[config.mk]
export PLATFORM = sky130hd
export DESIGN_NAME = perf_counter_readout_flat
export DESIGN_NICKNAME = d
export VERILOG_FILES = /design/src/rtl/perf_pkg.sv /design/src/rtl/perf_counter_readout_if.sv /design/src/rtl/perf_counter_readout.sv /design/src/flat_wrapper.sv
export SDC_FILE = /design/constraint.sdc
export NUM_CORES = 1
export LEC_CHECK = 0
export CORE_ASPECT_RATIO = 1.1
export CORE_UTILIZATION = 45
export CTS_CLUSTER_SIZE = 8
export DETAILED_ROUTE_END_ITERATION = 8
export PLACE_DENSITY = 0.7
export SYNTH_ARGS = -nofsm -noshare
export SYNTH_HDL_FRONTEND = slang
export SYNTH_SLANG_ARGS = --single-unit
[constraint.sdc]
create_clock -name clk -period 5.9 [get_ports clk]
set_clock_uncertainty 0.1 [all_clocks]
set_input_delay 1.18 -clock clk [delete_from_list [all_inputs] [get_ports clk]]
set_output_delay 1.18 -clock clk [all_outputs]
set_load 0.005 [all_outputs]
[src/rtl/perf_pkg.sv]
// Shared types and constants for the performance-counter readout path.
// Frame: header byte, 12 little-endian payload bytes, XOR checksum byte.
// The snapshot struct packs total_cycles at the LSB so payload byte n is bits [8n+7:8n].
package perf_pkg;

   typedef enum logic [1:0] {IDLE, HDR, PAYLOAD, CSUM} perf_rd_state_t;

   localparam logic [7:0] PERF_HEADER        = 8'hA5;
   localparam int         PERF_PAYLOAD_BYTES = 12;
   localparam int         PERF_FRAME_BYTES   = 14;

   typedef struct packed {
      logic [31:0] branch_mispredicts;
      logic [31:0] stall_cycles;
      logic [31:0] total_cycles;
   } perf_snap_t;

   // Payload byte selection; indices past the payload read as zero.
   function automatic logic [7:0] perf_byte_sel(input perf_snap_t snap, input logic [3:0] idx);
      logic [95:0] flat;
      flat = snap;
      perf_byte_sel = 8'h00;
      for (int i = 0; i < PERF_PAYLOAD_BYTES; i++) begin
         if (idx == i[3:0]) perf_byte_sel = flat[8*i +: 8];
      end
   endfunction

endpackage

[src/rtl/perf_counter_readout_if.sv]
// Byte-wide valid/ready stream carrying readout frames.
// master drives data/valid, slave drives ready.
// A byte moves on any clock edge where tx_valid and tx_ready are both high.
interface perf_counter_readout_if;
   logic [7:0] tx_data;
   logic       tx_valid;
   logic       tx_ready;

   modport master (output tx_data, output tx_valid, input tx_ready);
   modport slave  (input tx_data, input tx_valid, output tx_ready);
endinterface

[src/rtl/perf_counter_readout.sv]
// Snapshots three perf counters on start and streams a 14-byte frame (A5, 12 LE bytes, XOR).
// Latency: header valid the cycle after start; one byte per cycle when tx_ready is held high.
// Backpressure: tx_data/tx_valid hold while tx_ready is low; starts during a frame are dropped and flagged.
module perf_counter_readout
   import perf_pkg::*;
#(
   parameter int         CNT_W  = 32,
   parameter logic [7:0] HEADER = PERF_HEADER
) (
   input  logic                  clk,
   input  logic                  rst,
   input  logic                  start,
   input  logic [CNT_W-1:0]      total_cycles_in,
   input  logic [CNT_W-1:0]      stall_cycles_in,
   input  logic [CNT_W-1:0]      branch_mispredicts_in,
   perf_counter_readout_if.master tx,
   output logic                  busy,
   output logic                  start_dropped
);

   perf_rd_state_t state;
   perf_snap_t     snap;
   logic [3:0]     idx;
   logic [7:0]     csum;
   logic [7:0]     data_q;
   logic           valid_q;
   logic           xfer;

   assign xfer        = valid_q && tx.tx_ready;
   assign tx.tx_data  = data_q;
   assign tx.tx_valid = valid_q;
   assign busy        = (state != IDLE);

   // Frame sequencer: snapshot on start, then advance one byte per accepted transfer.
   always_ff @(posedge clk or posedge rst) begin
      if (rst) begin
         state         <= IDLE;
         snap          <= '0;
         idx           <= '0;
         csum          <= '0;
         data_q        <= '0;
         valid_q       <= 1'b0;
         start_dropped <= 1'b0;
      end else begin
         // A start while any frame byte is still outstanding is never queued.
         if (start && state != IDLE) start_dropped <= 1'b1;

         case (state)
            IDLE: begin
               if (start) begin
                  snap.total_cycles       <= total_cycles_in[31:0];
                  snap.stall_cycles       <= stall_cycles_in[31:0];
                  snap.branch_mispredicts <= branch_mispredicts_in[31:0];
                  state                   <= HDR;
                  valid_q                 <= 1'b1;
                  data_q                  <= HEADER;
               end
            end
            HDR: begin
               if (xfer) begin
                  csum   <= HEADER;
                  idx    <= 4'd0;
                  state  <= PAYLOAD;
                  data_q <= perf_byte_sel(snap, 4'd0);
               end
            end
            PAYLOAD: begin
               if (xfer) begin
                  csum <= csum ^ data_q;
                  idx  <= idx + 4'd1;
                  if (idx == 4'(PERF_PAYLOAD_BYTES - 1)) begin
                     state  <= CSUM;
                     // Checksum byte is the running XOR including the byte leaving now.
                     data_q <= csum ^ data_q;
                  end else begin
                     data_q <= perf_byte_sel(snap, idx + 4'd1);
                  end
               end
            end
            CSUM: begin
               if (xfer) begin
                  state   <= IDLE;
                  valid_q <= 1'b0;
                  data_q  <= 8'h00;
               end
            end
            default: begin
               state   <= IDLE;
               valid_q <= 1'b0;
            end
         endcase
      end
   end

endmodule

[src/flat_wrapper.sv]
// flat-port wrapper written by rule: the top's interface ports become plain ports
module perf_counter_readout_flat import perf_pkg::*;
#(
   parameter int         CNT_W  = 32,
   parameter logic [7:0] HEADER = PERF_HEADER
)
  (clk, rst, start, total_cycles_in, stall_cycles_in, branch_mispredicts_in, busy, start_dropped, tx_tx_data, tx_tx_valid, tx_tx_ready);
  perf_counter_readout_if tx_i ();
  input  logic clk;
  input  logic rst;
  input  logic start;
  input  logic [CNT_W-1:0] total_cycles_in;
  input  logic [CNT_W-1:0] stall_cycles_in;
  input  logic [CNT_W-1:0] branch_mispredicts_in;
  output logic busy;
  output logic start_dropped;
  output wire logic [$bits(tx_i.tx_data)-1:0] tx_tx_data;
  output wire logic [$bits(tx_i.tx_valid)-1:0] tx_tx_valid;
  input wire logic [$bits(tx_i.tx_ready)-1:0] tx_tx_ready;
  assign tx_tx_data = tx_i.tx_data;
  assign tx_tx_valid = tx_i.tx_valid;
  assign tx_i.tx_ready = tx_tx_ready;
  perf_counter_readout #(.CNT_W(CNT_W), .HEADER(HEADER)) u_core (.clk(clk), .rst(rst), .start(start), .total_cycles_in(total_cycles_in), .stall_cycles_in(stall_cycles_in), .branch_mispredicts_in(branch_mispredicts_in), .tx(tx_i), .busy(busy), .start_dropped(start_dropped));
endmodule
Word-level counts from Yosys, hierarchy flattened
Cells that the tools add are included.
- register bits after elaboration: 120
- output and inout port bits: 11
- logic and storage cells: 76
- input port bits: 100
- reduce and logical (&&, ||, !) cells: 12
- bitwise logic cells: 1
- eq/ne operators: 20
- add/sub/neg operators: 1
- mux-type cells: 33
- operators with widths (kind ; number):
    $mux W8 ; 19
    $pmux W8 S4 ; 1
    $eq A4 B4 Y1 const B ; 5
    $eq A4 B3 Y1 const B ; 4
    $pmux W8 S2 ; 1
    $mux W2 ; 5
    $eq A4 B2 Y1 const B ; 2
    $mux W4 ; 2
    $ne A2 B1 Y1 const B ; 4
    $pmux W2 S4 ; 1
    $pmux W4 S2 ; 1
    $xor A8 B8 Y8 ; 1
    $reduce_and A3 Y1 ; 2
    $reduce_bool A2 Y1 ; 3
    $reduce_and A5 Y1 ; 1
    $add A4 B1 Y4 const B ; 1
    $eq A2 B2 Y1 const B ; 2
    $eq A4 B1 Y1 const B ; 1
    $logic_not A4 Y1 ; 1
    $reduce_and A4 Y1 ; 1
    $eq A2 B1 Y1 const B ; 1
    $logic_and A1 B1 Y1 ; 2
    $logic_not A2 Y1 ; 1
    $mux W1 ; 2
    3 further kinds ; 3

Logic depth before layout (Yosys ltp)
Gate-level depths: netlist of run 1.
- word-level depth: 17
- depth in mapped cells: 11
- depth with buffers taken out: 8

Least setup slack after synthesis of run 1
No wires, ideal clock.
- kind: input-to-reg
- start point: input start
- end point: register u_core.snap[32] (netlist name)
- setup time: 125 ps
- stages on the path: 4
- arrival time: 2345 ps
- slack: 3330 ps
- cell sequence: nand2_1 > buf_1 > clkbuf_1 > mux2_2
- cells in the longest elaborated chain, start to end: 1
- RTL lines (what ; RTL line ; source):
    start: declaration ; flat_wrapper.sv:11 ; input logic start;
    $reduce_and A2 Y1 (no source line) ; -- ;
    end: declaration ; perf_counter_readout.sv:22 ; perf_snap_t snap;
Every way passes these cells.
A chain may end at the register's enable or synchronous reset.

Final worst setup path of run 1
- start point: register u_core.state[1]
- end point: output busy
- cells in the longest elaborated chain, start to end: 1
- RTL lines (what ; RTL line ; source):
    start: declaration ; perf_counter_readout.sv:21 ; perf_rd_state_t state;
    start signal: assignment ; perf_counter_readout.sv:37 ; state <= IDLE;
    start signal: assignment ; perf_counter_readout.sv:54 ; state <= HDR;
    start signal: assignment ; perf_counter_readout.sv:63 ; state <= PAYLOAD;
    $reduce_bool A2 Y1 ; perf_counter_readout.sv:32 ; assign busy = (state != IDLE);
    end: declaration ; flat_wrapper.sv:15 ; output logic busy;
Every way passes these cells.

==> summary.md, run 1 <==
| Metric | Value |
|---|---|
| DP HPWL | `12200 um` |
| Final setup vio count | `0` |
| Kind of critical path | `reg -> out` |
| Post-Syn Area | `~0.0062 sq mm` |
| Tightest Pin Transition | `1240 ps` |
| Sequential area share after synthesis | `about 48%` |
| Layout Nets | `791` |
| Synth top area share | `48.3%` |
| Crit path DAT | `1870 ps` |
| Hold EP | `u_core.start_dropped$_DFFE_PP0P_` |
| Fmax | `about 0.32 GHz` |
| CTS HTree Levels | `4` |
| DRC Markers | `0` |
| Antenna-violating nets left | `0` |
| GR Overflow Total | `0` |
| Worst Hold Depth | `1` |
| Clk buf depth | `2` |
| Crit start category | `flip-flop` |
| WP data required | `roughly 4600 ps` |
| FF-to-FF setup slack | `2870 ps` |
| Setup TNS | `0 ps` |
| Synth Flop Type | `dfrtp_1` |
| Syn_nets | `697` |
| MaxCap Viol Count | `0` |
| Outcome | `finished clean` |
| Clock Latency Late Sink | `approximately 400 ps` |
| Grt peak-use layer | `met2` |
| Leakage | `0.00365 uW` |
| Setup crit start | `u_core.state[1]$_DFFE_PP0P_` |
| VDD IR max | `0.000176 V` |
| Hold Crit Class | `reg -> reg` |
| GR Util met1 | `roughly 34%` |
| Fraction of met3 tracks used by global routing | `5.91%` |
| CTS tree | `built` |
| Worst Hold Launch | `u_core.start_dropped$_DFFE_PP0P_` |
| Gpl congestion | `0.886` |
| Die X | `114 um` |
| Top post-synthesis cells by area | `dfrtp_1 48%, mux2_2 17%, o21ai_0 4.3%` |
| Clock sink count | `120` |
| Via count | `5069` |
| Max Slew Vio Count | `0` |
| Total GRT Usage | `roughly a quarter` |
| Ys async rst share | `100%` |
| Period utilization | `53.5%` |
| Post-CTS setup buffer count | `0` |
| Layout cells sized above 1 | `20.0%` |
| Hold_buf cts | `0` |
| IO Pins | `111` |
| Diode count | `0` |
| Post-CTS Resized | `0` |
| CP Max Fanout | `6` |
| Synth warn | `0` |
| EDFF count, synth | `0` |
| RSZ-0062 raised after global routing | `false` |
| DRT Pass-1 Iters | `5` |
| Number of cell rows | `44` |
| Number of fill cells | `1161` |
| Wire per inst | `approximately 19 um` |
| Syn Area/Cell | `10.6 sq um` |
| Cell taking the most area after synthesis | `dfrtp_1` |
| Largest net degree at the start of global routing | `86` |
| Worst R2R Path Depth | `7` |
| Netlist cell types | `53` |
| DRT iter0 DRCs | `395` |
| Post-synthesis register bit count | `120` |
| WL final | `16900 um` |
| Nature of the critical path endpoint | `output pin` |
| Port bufs | `110` |
| Routed vias/inst | `5.77` |
| Core area | `0.0133 sq mm` |
| Max_slew headroom | `16.2%` |
| Die area | `0.0143 sq mm` |
| Placed cells | `847` |
| R2r startpoint | `u_core.idx[0]$_DFFE_PP0P_` |
| Final hold vios | `0` |
| First-pass GRT wire length | `around 28000 um` |
| Die H | `125 um` |
| Initial core utilization | `46.7%` |
| Area Growth Syn to Fin | `29.6%` |
| Vias in the first global route | `approximately 5.2k` |
| Non-filler cells, final | `just under 900` |
| Syn Inst Count | `588` |
| Clk pin slew, worst setup/hold paths | `50 ps` |
| Met2 Track Usage GR | `40.1%` |
| RR Endpoint | `u_core.tx.tx_data[4]$_DFFE_PP0P_` |
| Fin crit period | `between 3000 and 4000 ps` |
| Initial antenna violation count | `0` |
| Pwr per Cell Area | `about 250 mW/mm^2` |
| TritonCTS Buffers | `17` |
| CTS Root Cell | `clkbuf_16` |
## metal layers
metal,share of wire (%),wire [um]
met2,48,8060
met3,5.4,917
met5,0,0
met1,45,7510
met4,2.3,384
## worst max-delay path by stage
| stage | endpoint | slack [ps] | depth (start not counted) |
|---|---|---|---|
| global route | busy | 2640 | 4 |
| global placement | u_core.snap[77]$_DFFE_PP0P_ | 2450 | 4 |
| finish | busy | 2750 | 4 |
| floorplan | u_core.csum[0]$_DFFE_PP0P_ | 1430 | 1 |
| detailed placement | u_core.snap[81]$_DFFE_PP0P_ | 2390 | 4 |
| CTS | busy | 2730 | 4 |
## cell usage in the layout (no fill, tap or decap), drive strengths merged, types with 8 or more instances in the layout
| cell type | count |
|---|---|
| ha | 9 |
| dfrtp | 120 |
| a221oi | 10 |
| o21ai | 54 |
| o211ai | 8 |
| nand2 | 43 |
| inv | 14 |
| mux2 | 96 |
| nor2 | 39 |
| a31oi | 8 |
| clkdlybuf4s50 | 110 |
| a21oi | 32 |
| clkbuf | 24 |
| o22ai | 10 |
## power by group
part	switching (uW)	leakage, uW	internal (uW)
registers	0.0000000000000148	0.00167	824
logic	28.6	0.00168	58.2
clock network	356	0.000304	738
total	385	0.00365	1620
## sequential cells by signal, summed over array words and instances (netlist names)
name / count
u_core.csum: 8
u_core.idx: 4
u_core.snap: 96
u_core.start_dropped: 1
u_core.state: 2
u_core.tx.tx_data: 8
u_core.tx.tx_valid: 1
## cells in the mapped netlist (9+ instances only)
library cell and instances:
dfrtp_1 120, mux2_2 96, o21ai_0 54, nand2_1 43, nor2_1 39, a21oi_1 32
clkbuf_1 28, inv_1 14, a221oi_1 10, o22ai_1 10, ha_1 9
## logic make-up (layout without fill, tap and decap cells)
logic type	after synthesis	in the layout	share of synthesized area [%]
AOI/OAI and AO/OA	172	172	18.0
and+or+nand+nor	131	131	10.0
DFF	120	120	48.3
muxes	97	97	17.7
buffers and inverters	54	161	3.46
adders and majority gates	9	9	1.81
xor gates and xnor gates	5	5	0.704
## final cells by class
class | count | area [sq um] | share of cell area [%]
Timing Repair Buffer | 115 | 1140 | 14.1
Sequential cell | 120 | 3000 | 37.3
Inverter | 14 | 55.1 | 0.683
Multi-Input combinational cell | 414 | 3010 | 37.3
Tap cell | 184 | 230 | 2.86
Clock buffer | 24 | 482 | 5.98
Clock inverter | 8 | 143 | 1.77
## critical path: stages, from the launching register on
cell and delay [ps]:
dfrtp_1 400, inv_1 110, ha_1 340, inv_1 140, clkdlybuf4s50_1 470
## metrics by stage
stage	total power (uW)	cell area [sq um]	hold slack [ps]	setup slack (ps)	util [%]
3_5_place_dp	927	7430	343	2390	55.8
2_1_floorplan	851	6220	351	1430	-
4_1_cts	2010	8060	355	2730	60.5
6_report	2000	8060	353	2750	60.5
5_1_grt	2060	8060	367	2640	60.5
3_3_place_gp	926	7430	347	2450	55.8
Power figures use the tool's default switching activity.
==> run 2, diff against run 1 <==
Settings changed: PLACE_DENSITY 0.7 to 0.73.
Clock period 5.9 ns to 2.6 ns, I/O delays scaled along.
==> run 2 against run 1 <==
Design area grew 3.8%. Via count grew 4.2%. Sequential power grew 130%. Routed wire length grew 6.9%. Cell count grew 3.9%.
==> summary.md, run 2 (synthesized netlist as in run 1, its figures left out) <==
| Metric | Value |
|---|---|
| Outcome | `finished clean` |
| Final hold vios | `0` |
| Initial core utilization | `46.7%` |
| Nature of the critical path endpoint | `flip-flop` |
| CP Max Fanout | `9` |
| Hold EP | `u_core.start_dropped$_DFFE_PP0P_` |
| Leakage | `0.00383 uW` |
| CP top delay family | `compound AO/OA/AOI/OAI gates` |
| Largest net degree at the start of global routing | `121` |
| DRT Pass-1 Iters | `5` |
| DRC Markers | `0` |
| Kind of critical path | `reg -> reg` |
| Die area | `0.0143 sq mm` |
| Setup TNS | `0 ps` |
| Most flops, register | `u_core.snap` |
| IO Pins | `111` |
| Post-CTS setup buffer count | `0` |
| FF-to-FF setup slack | `about 170 ps` |
| Area Growth Syn to Fin | `34.5%` |
| Pwr per Cell Area | `534 mW/mm^2` |
| Worst Hold Launch | `u_core.start_dropped$_DFFE_PP0P_` |
| First-pass GRT wire length | `28700 um` |
| CTS Root Cell | `clkbuf_16` |
| Crit path DAT | `approximately 2600 ps` |
| Layout Nets | `between 800 and 900` |
| Port bufs | `110` |
| Die X | `114 um` |
| Worst Slack Setup Final | `166 ps` |
| DP HPWL | `roughly 13000 um` |
| Via count | `5283` |
| Worst R2R Path Depth | `8` |
| Tightest Pin Transition | `704 ps` |
| Hold Crit Class | `reg -> reg` |
| Total GRT Usage | `26.6%` |
| Most common cell after layout, fill and taps aside | `dfrtp_1` |
| Core area | `0.0133 sq mm` |
| Final setup vio count | `0` |
| WP data required | `about 2800 ps` |
| Fin crit period | `about 2400 ps` |
| Slowest stage cell, crit path | `dfrtp_1` |
| Gpl congestion | `around 0.96` |
| Max_slew headroom | `52.5%` |
| RR Endpoint | `u_core.tx.tx_data[0]$_DFFE_PP0P_` |
| Worst Path Buf+Inv | `1` |
| Antenna-violating nets left | `0` |
| MaxCap Viol Count | `0` |
| Fmax | `0.411 GHz` |
| RSZ-0062 raised after global routing | `false` |
| WL final | `18000 um` |
| Clk pin slew, worst setup/hold paths | `60 ps` |
| R2r startpoint | `u_core.state[1]$_DFFE_PP0P_` |
| VDD IR max | `0.000397 V` |
| Die H | `125 um` |
| Clk buf depth | `2` |
| Max Slew Vio Count | `0` |
| Wire per inst | `between 15 and 20 um` |
| Max reg flops | `96` |
| Period utilization | `between 90% and 100%` |
| Worst Hold Depth | `1` |
| Vias in the first global route | `about 5.3k` |
| TritonCTS Buffers | `17` |
| CTS tree | `built` |
| Number of cell rows | `44` |
| Crit start category | `flip-flop` |
| DP Worst Slack | `roughly 70 ps` |
| DRT iter0 DRCs | `330` |
| Cells along the critical path | `inv_1 -> ha_1 -> nor3_1 -> o21ai_0 -> a21oi_2 -> a21oi_1 -> o21ai_0 -> a21oi_1` |
| Diode count | `0` |
| GR Overflow Total | `0` |
| Layout cells sized above 1 | `approximately a quarter` |
| Clock sink count | `120` |
| Max stage delay on crit path | `400 ps` |
| Commonest non-fill, non-tap cells in the layout | `120 x dfrtp_1, 110 x clkdlybuf4s50_1, 96 x mux2_2` |
| Initial antenna violation count | `0` |
| Routed vias/inst | `5.79` |
| CTS HTree Levels | `4` |
| Clock Latency Late Sink | `420 ps` |
==> run 2: cell types whose count changed in the layout (fill, tap and decap cells not counted), sizes merged <==
cell,previous run,this run
buf,5,39
inv,14,18
bufinv,4,2
clkbuf,24,20
clkinvlp,1,3
==> run 2: timing repair <==
action | 4_1_cts | 5_1_grt
gates resized for setup | 0 | 3
hold endpoints to repair | 0 | 0
hold buffers | 0 | 0
setup endpoints to repair | 0 | 8
==> run 2: metrics by stage <==
| stage | power [uW] | cell area (sq um) | util, % | hold slack (ps) | cells |
|---|---|---|---|---|---|
| finish | 4470 | 8370 | 62.8 | 360 | 913 |
| global route | 4590 | 8370 | 62.8 | 397 | 913 |
| CTS | 4490 | 8360 | 62.7 | 366 | 913 |
| detailed placement | 2100 | 7750 | 58.2 | 353 | 881 |
| global placement | 2100 | 7750 | 58.2 | 343 | 881 |
| floorplan | 1930 | 6220 | - | 351 | 588 |
==> run 2: per-layer routing <==
metal  global-route usage [%]  wire length (um)
met3                     5.57               989
met4                     12.0               624
met1                     35.2              7860
met5                        0                 0
met2                     41.9              8570
==> run 2: worst register-to-register path, stage by stage (launching register included) <==
cell and delay, ps:
dfrtp_1 400, inv_1 100, ha_1 310, nor3_1 320, o21ai_0 300, a21oi_2 310
a21oi_1 90, o21ai_0 310, a21oi_1 70
==> run 2: cell type report <==
class                   instances  area [sq um]
fillers                      1126          4960
multi-input cells             414          3020
flip-flops and latches        120          3000
repair buffers                149          1460
clock buffers                  20           467
well taps                     184           230
clock inverters                12           138
inverters                      14          56.3
==> run 2: report_power, final <==
| part | internal (uW) | switching [uW] | total (uW) |
|---|---|---|---|
| clock network | 1500 | 907 | 2410 |
| registers | 1870 | 0.0000000000000371 | 1870 |
| logic | 135 | 62.2 | 197 |
| total | 3500 | 969 | 4470 |
==> run 2: how the worst max path moves through the flow <==
stage | end | slack, ps | startpoint | cells past startpoint
after floorplan | u_core.tx.tx_data[2]$_DFFE_PP0P_ | 410 | u_core.idx[0]$_DFFE_PP0P_ | 9
after CTS | busy | 40 | u_core.state[1]$_DFFE_PP0P_ | 4
after global placement | u_core.tx.tx_data[0]$_DFFE_PP0P_ | 110 | tx_tx_ready | 7
after global routing | u_core.tx.tx_data[0]$_DFFE_PP0P_ | 9 | u_core.state[1]$_DFFE_PP0P_ | 8
after detailed placement | u_core.tx.tx_data[0]$_DFFE_PP0P_ | 70 | tx_tx_ready | 7
final | u_core.tx.tx_data[0]$_DFFE_PP0P_ | 170 | u_core.state[1]$_DFFE_PP0P_ | 8
==> run 3, diff against run 2 <==
Settings changed: CORE_UTILIZATION 45 to 48, PLACE_DENSITY 0.73 to 0.77, SLEW_MARGIN set to 20.
==> run 3 against run 2 <==
Clock power up 4%. Via count up 0.64%. Die area down 6.1%. Sequential share of layout area up 0.37 points. Count of clock-buffer cells in the layout up 1. Non-clock buffer count down 8. Sequential cell count unchanged. Routed wire length down 0.53%. Largest cell class unchanged.
==> summary.md, run 3 (synthesized netlist as in run 1, its figures left out) <==
| Metric | Value |
|---|---|
| Post-layout util | `between 60% and 70%` |
| Clk pin slew, worst setup/hold paths | `approximately 60 ps` |
| Diode count | `0` |
| TritonCTS Buffers | `17` |
| Hold Crit Class | `reg -> reg` |
| Worst Hold Depth | `1` |
| Vias in the first global route | `5346` |
| CP Max Fanout | `6` |
| Fmax | `0.397 GHz` |
| Die area | `0.0134 sq mm` |
| Kind of critical path | `reg -> out` |
| Area Growth Syn to Fin | `33.2%` |
| Net Sw Power | `951 uW` |
| WL final | `roughly 18000 um` |
| Tightest Pin Transition | `~660 ps` |
| Total GRT Usage | `27.9%` |
| Initial core utilization | `49.2%` |
| Worst R2R Path Depth | `9` |
| Hold_buf cts | `0` |
| Internal power | `~3600 uW` |
| CTS Root Cell | `clkbuf_16` |
| DP HPWL | `13200 um` |
| CTS HTree Levels | `4` |
| Via count | `around 5.3k` |
| Placed cells | `approximately 850` |
| Worst Hold Launch | `u_core.start_dropped$_DFFE_PP0P_` |
| Largest net degree at the start of global routing | `121` |
| Pwr per Cell Area | `553 mW/mm^2` |
| Setup TNS | `0 ps` |
| First-pass GRT wire length | `28800 um` |
| Routed vias/inst | `6.06` |
| Most common cell after layout, fill and taps aside | `dfrtp_1` |
| MaxCap Viol Count | `0` |
| Initial antenna violation count | `0` |
| Clk buf depth | `2` |
| Max_slew headroom | `55.7%` |
| Hold EP | `u_core.start_dropped$_DFFE_PP0P_` |
| Max Slew Vio Count | `0` |
| Comb pwr share | `4.3%` |
| Commonest non-fill, non-tap cells in the layout | `119 x dfrtp_1, 110 x clkdlybuf4s50_1, 96 x mux2_2` |
| Period utilization | `97.0%` |
| DRT Pass-1 Iters | `6` |
| Core area | `0.0126 sq mm` |
| Switch share | `20.8%` |
| RSZ-0062 raised after global routing | `false` |
| Max reg flops | `96` |
| Final hold vios | `0` |
| WP data required | `1980 ps` |
| VDD IR max | `0.000379 V` |
| Die X | `111 um` |
| IO Pins | `111` |
| Most flops, register | `u_core.snap` |
| Non-filler cells, final | `878` |
| DRC Markers | `0` |
| Leakage | `roughly 0.0038 uW` |
| Outcome | `finished clean` |
| Nature of the critical path endpoint | `output pin` |
| Crit start category | `flip-flop` |
| Gpl congestion | `0.928` |
| Clock sink count | `120` |
| Layout cells sized above 1 | `24.0%` |
| Clock power share | `54.9%` |
| Die H | `121 um` |
| DRT iter0 DRCs | `481` |
| Wire per inst | `about 20 um` |
| Clock Latency Late Sink | `about 420 ps` |
| Crit path DAT | `1900 ps` |
| Antenna-violating nets left | `0` |
| CTS tree | `built` |
| GR Overflow Total | `0` |
| FF-to-FF setup slack | `220 ps` |
| Number of cell rows | `43` |
| Port bufs | `110` |
| RR Endpoint | `u_core.tx.tx_data[0]$_DFFE_PP0P_` |
| Seq pwr share | `between 40% and 50%` |
| R2r startpoint | `u_core.idx[1]$_DFFE_PP0P_` |
| Final setup vio count | `0` |
| Layout Nets | `slightly above 800` |
| Number of fill cells | `1006` |
| Fin crit period | `2520 ps` |
-- run 3: cell count changes in the layout (fill, tap and decap cells not counted) --
| cell | previous run | this run |
|---|---|---|
| a21oi_1 | 31 | 32 |
| a21oi_2 | 1 | 0 |
| buf_12 | 5 | 3 |
| buf_4 | 34 | 28 |
| bufinv_16 | 2 | 3 |
| clkbuf_8 | 3 | 4 |
| clkinv_2 | 2 | 0 |
| clkinv_4 | 1 | 3 |
| clkinvlp_4 | 3 | 2 |
| dfrtp_1 | 120 | 119 |
| dfrtp_2 | 0 | 1 |
| inv_6 | 5 | 4 |
| nor3_1 | 6 | 5 |
| nor3_2 | 0 | 1 |
-- run 3: worst max-delay path, cell delays in order (launching register included) --
cell and delay [ps]:
dfrtp_1 400, inv_1 110, ha_1 340, inv_1 160, clkdlybuf4s50_1 470
-- run 3: worst max path at each step --
stage                                        to                         from
3_5_place_dp   u_core.tx.tx_data[0]$_DFFE_PP0P_                  tx_tx_ready
5_1_grt        u_core.tx.tx_data[0]$_DFFE_PP0P_  u_core.state[0]$_DFFE_PP0P_
2_1_floorplan  u_core.tx.tx_data[2]$_DFFE_PP0P_    u_core.idx[0]$_DFFE_PP0P_
6_report                                   busy  u_core.state[1]$_DFFE_PP0P_
3_3_place_gp   u_core.tx.tx_data[5]$_DFFE_PP0P_                  tx_tx_ready
4_1_cts                                    busy  u_core.state[1]$_DFFE_PP0P_
-- run 3: metal layers --
layer | vias up | wire, um | GRT usage [%]
li1 | 2400 | - | -
met1 | 2663 | 7520 | 36.5
met2 | 224 | 8950 | 46.5
met3 | 30 | 1080 | 5.89
met4 | 0 | 394 | 9.08
met5 | - | 0 | 0
-- run 3: repair_timing --
action                     in CTS  in global routing
buffers inserted                0                  0
gates resized for setup         0                  4
setup endpoints to repair       0                  7
-- run 3: power by group through the flow --
stage	Clock, uW	Combinational [uW]	Sequential [uW]
3_3_place_gp	0	197	1900
4_1_cts	2540	201	1870
3_5_place_dp	0	200	1900
6_report	2510	196	1870
5_1_grt	2630	212	1870
2_1_floorplan	0	29.6	1900
-- run 3: final cells by class --
| class | instances | area, sq um | share of cell area (%) |
|---|---|---|---|
| clock inverters | 11 | 159 | 1.92 |
| multi-input cells | 414 | 3020 | 36.4 |
| inverters | 14 | 56.3 | 0.680 |
| flip-flops and latches | 120 | 3000 | 36.3 |
| well taps | 157 | 196 | 2.37 |
| clock buffers | 21 | 480 | 5.80 |
| repair buffers | 141 | 1370 | 16.6 |
-- run 3: stage by stage --
stage          power [uW]  instance area, sq um  hold WS [ps]  setup slack, ps
5_1_grt              4700                  8290           376             5.61
3_3_place_gp         2100                  7630           344              102
4_1_cts              4610                  8270           365             70.7
3_5_place_dp         2100                  7630           352             98.1
6_report             4580                  8290           364             78.5
2_1_floorplan        1930                  6220           351              406
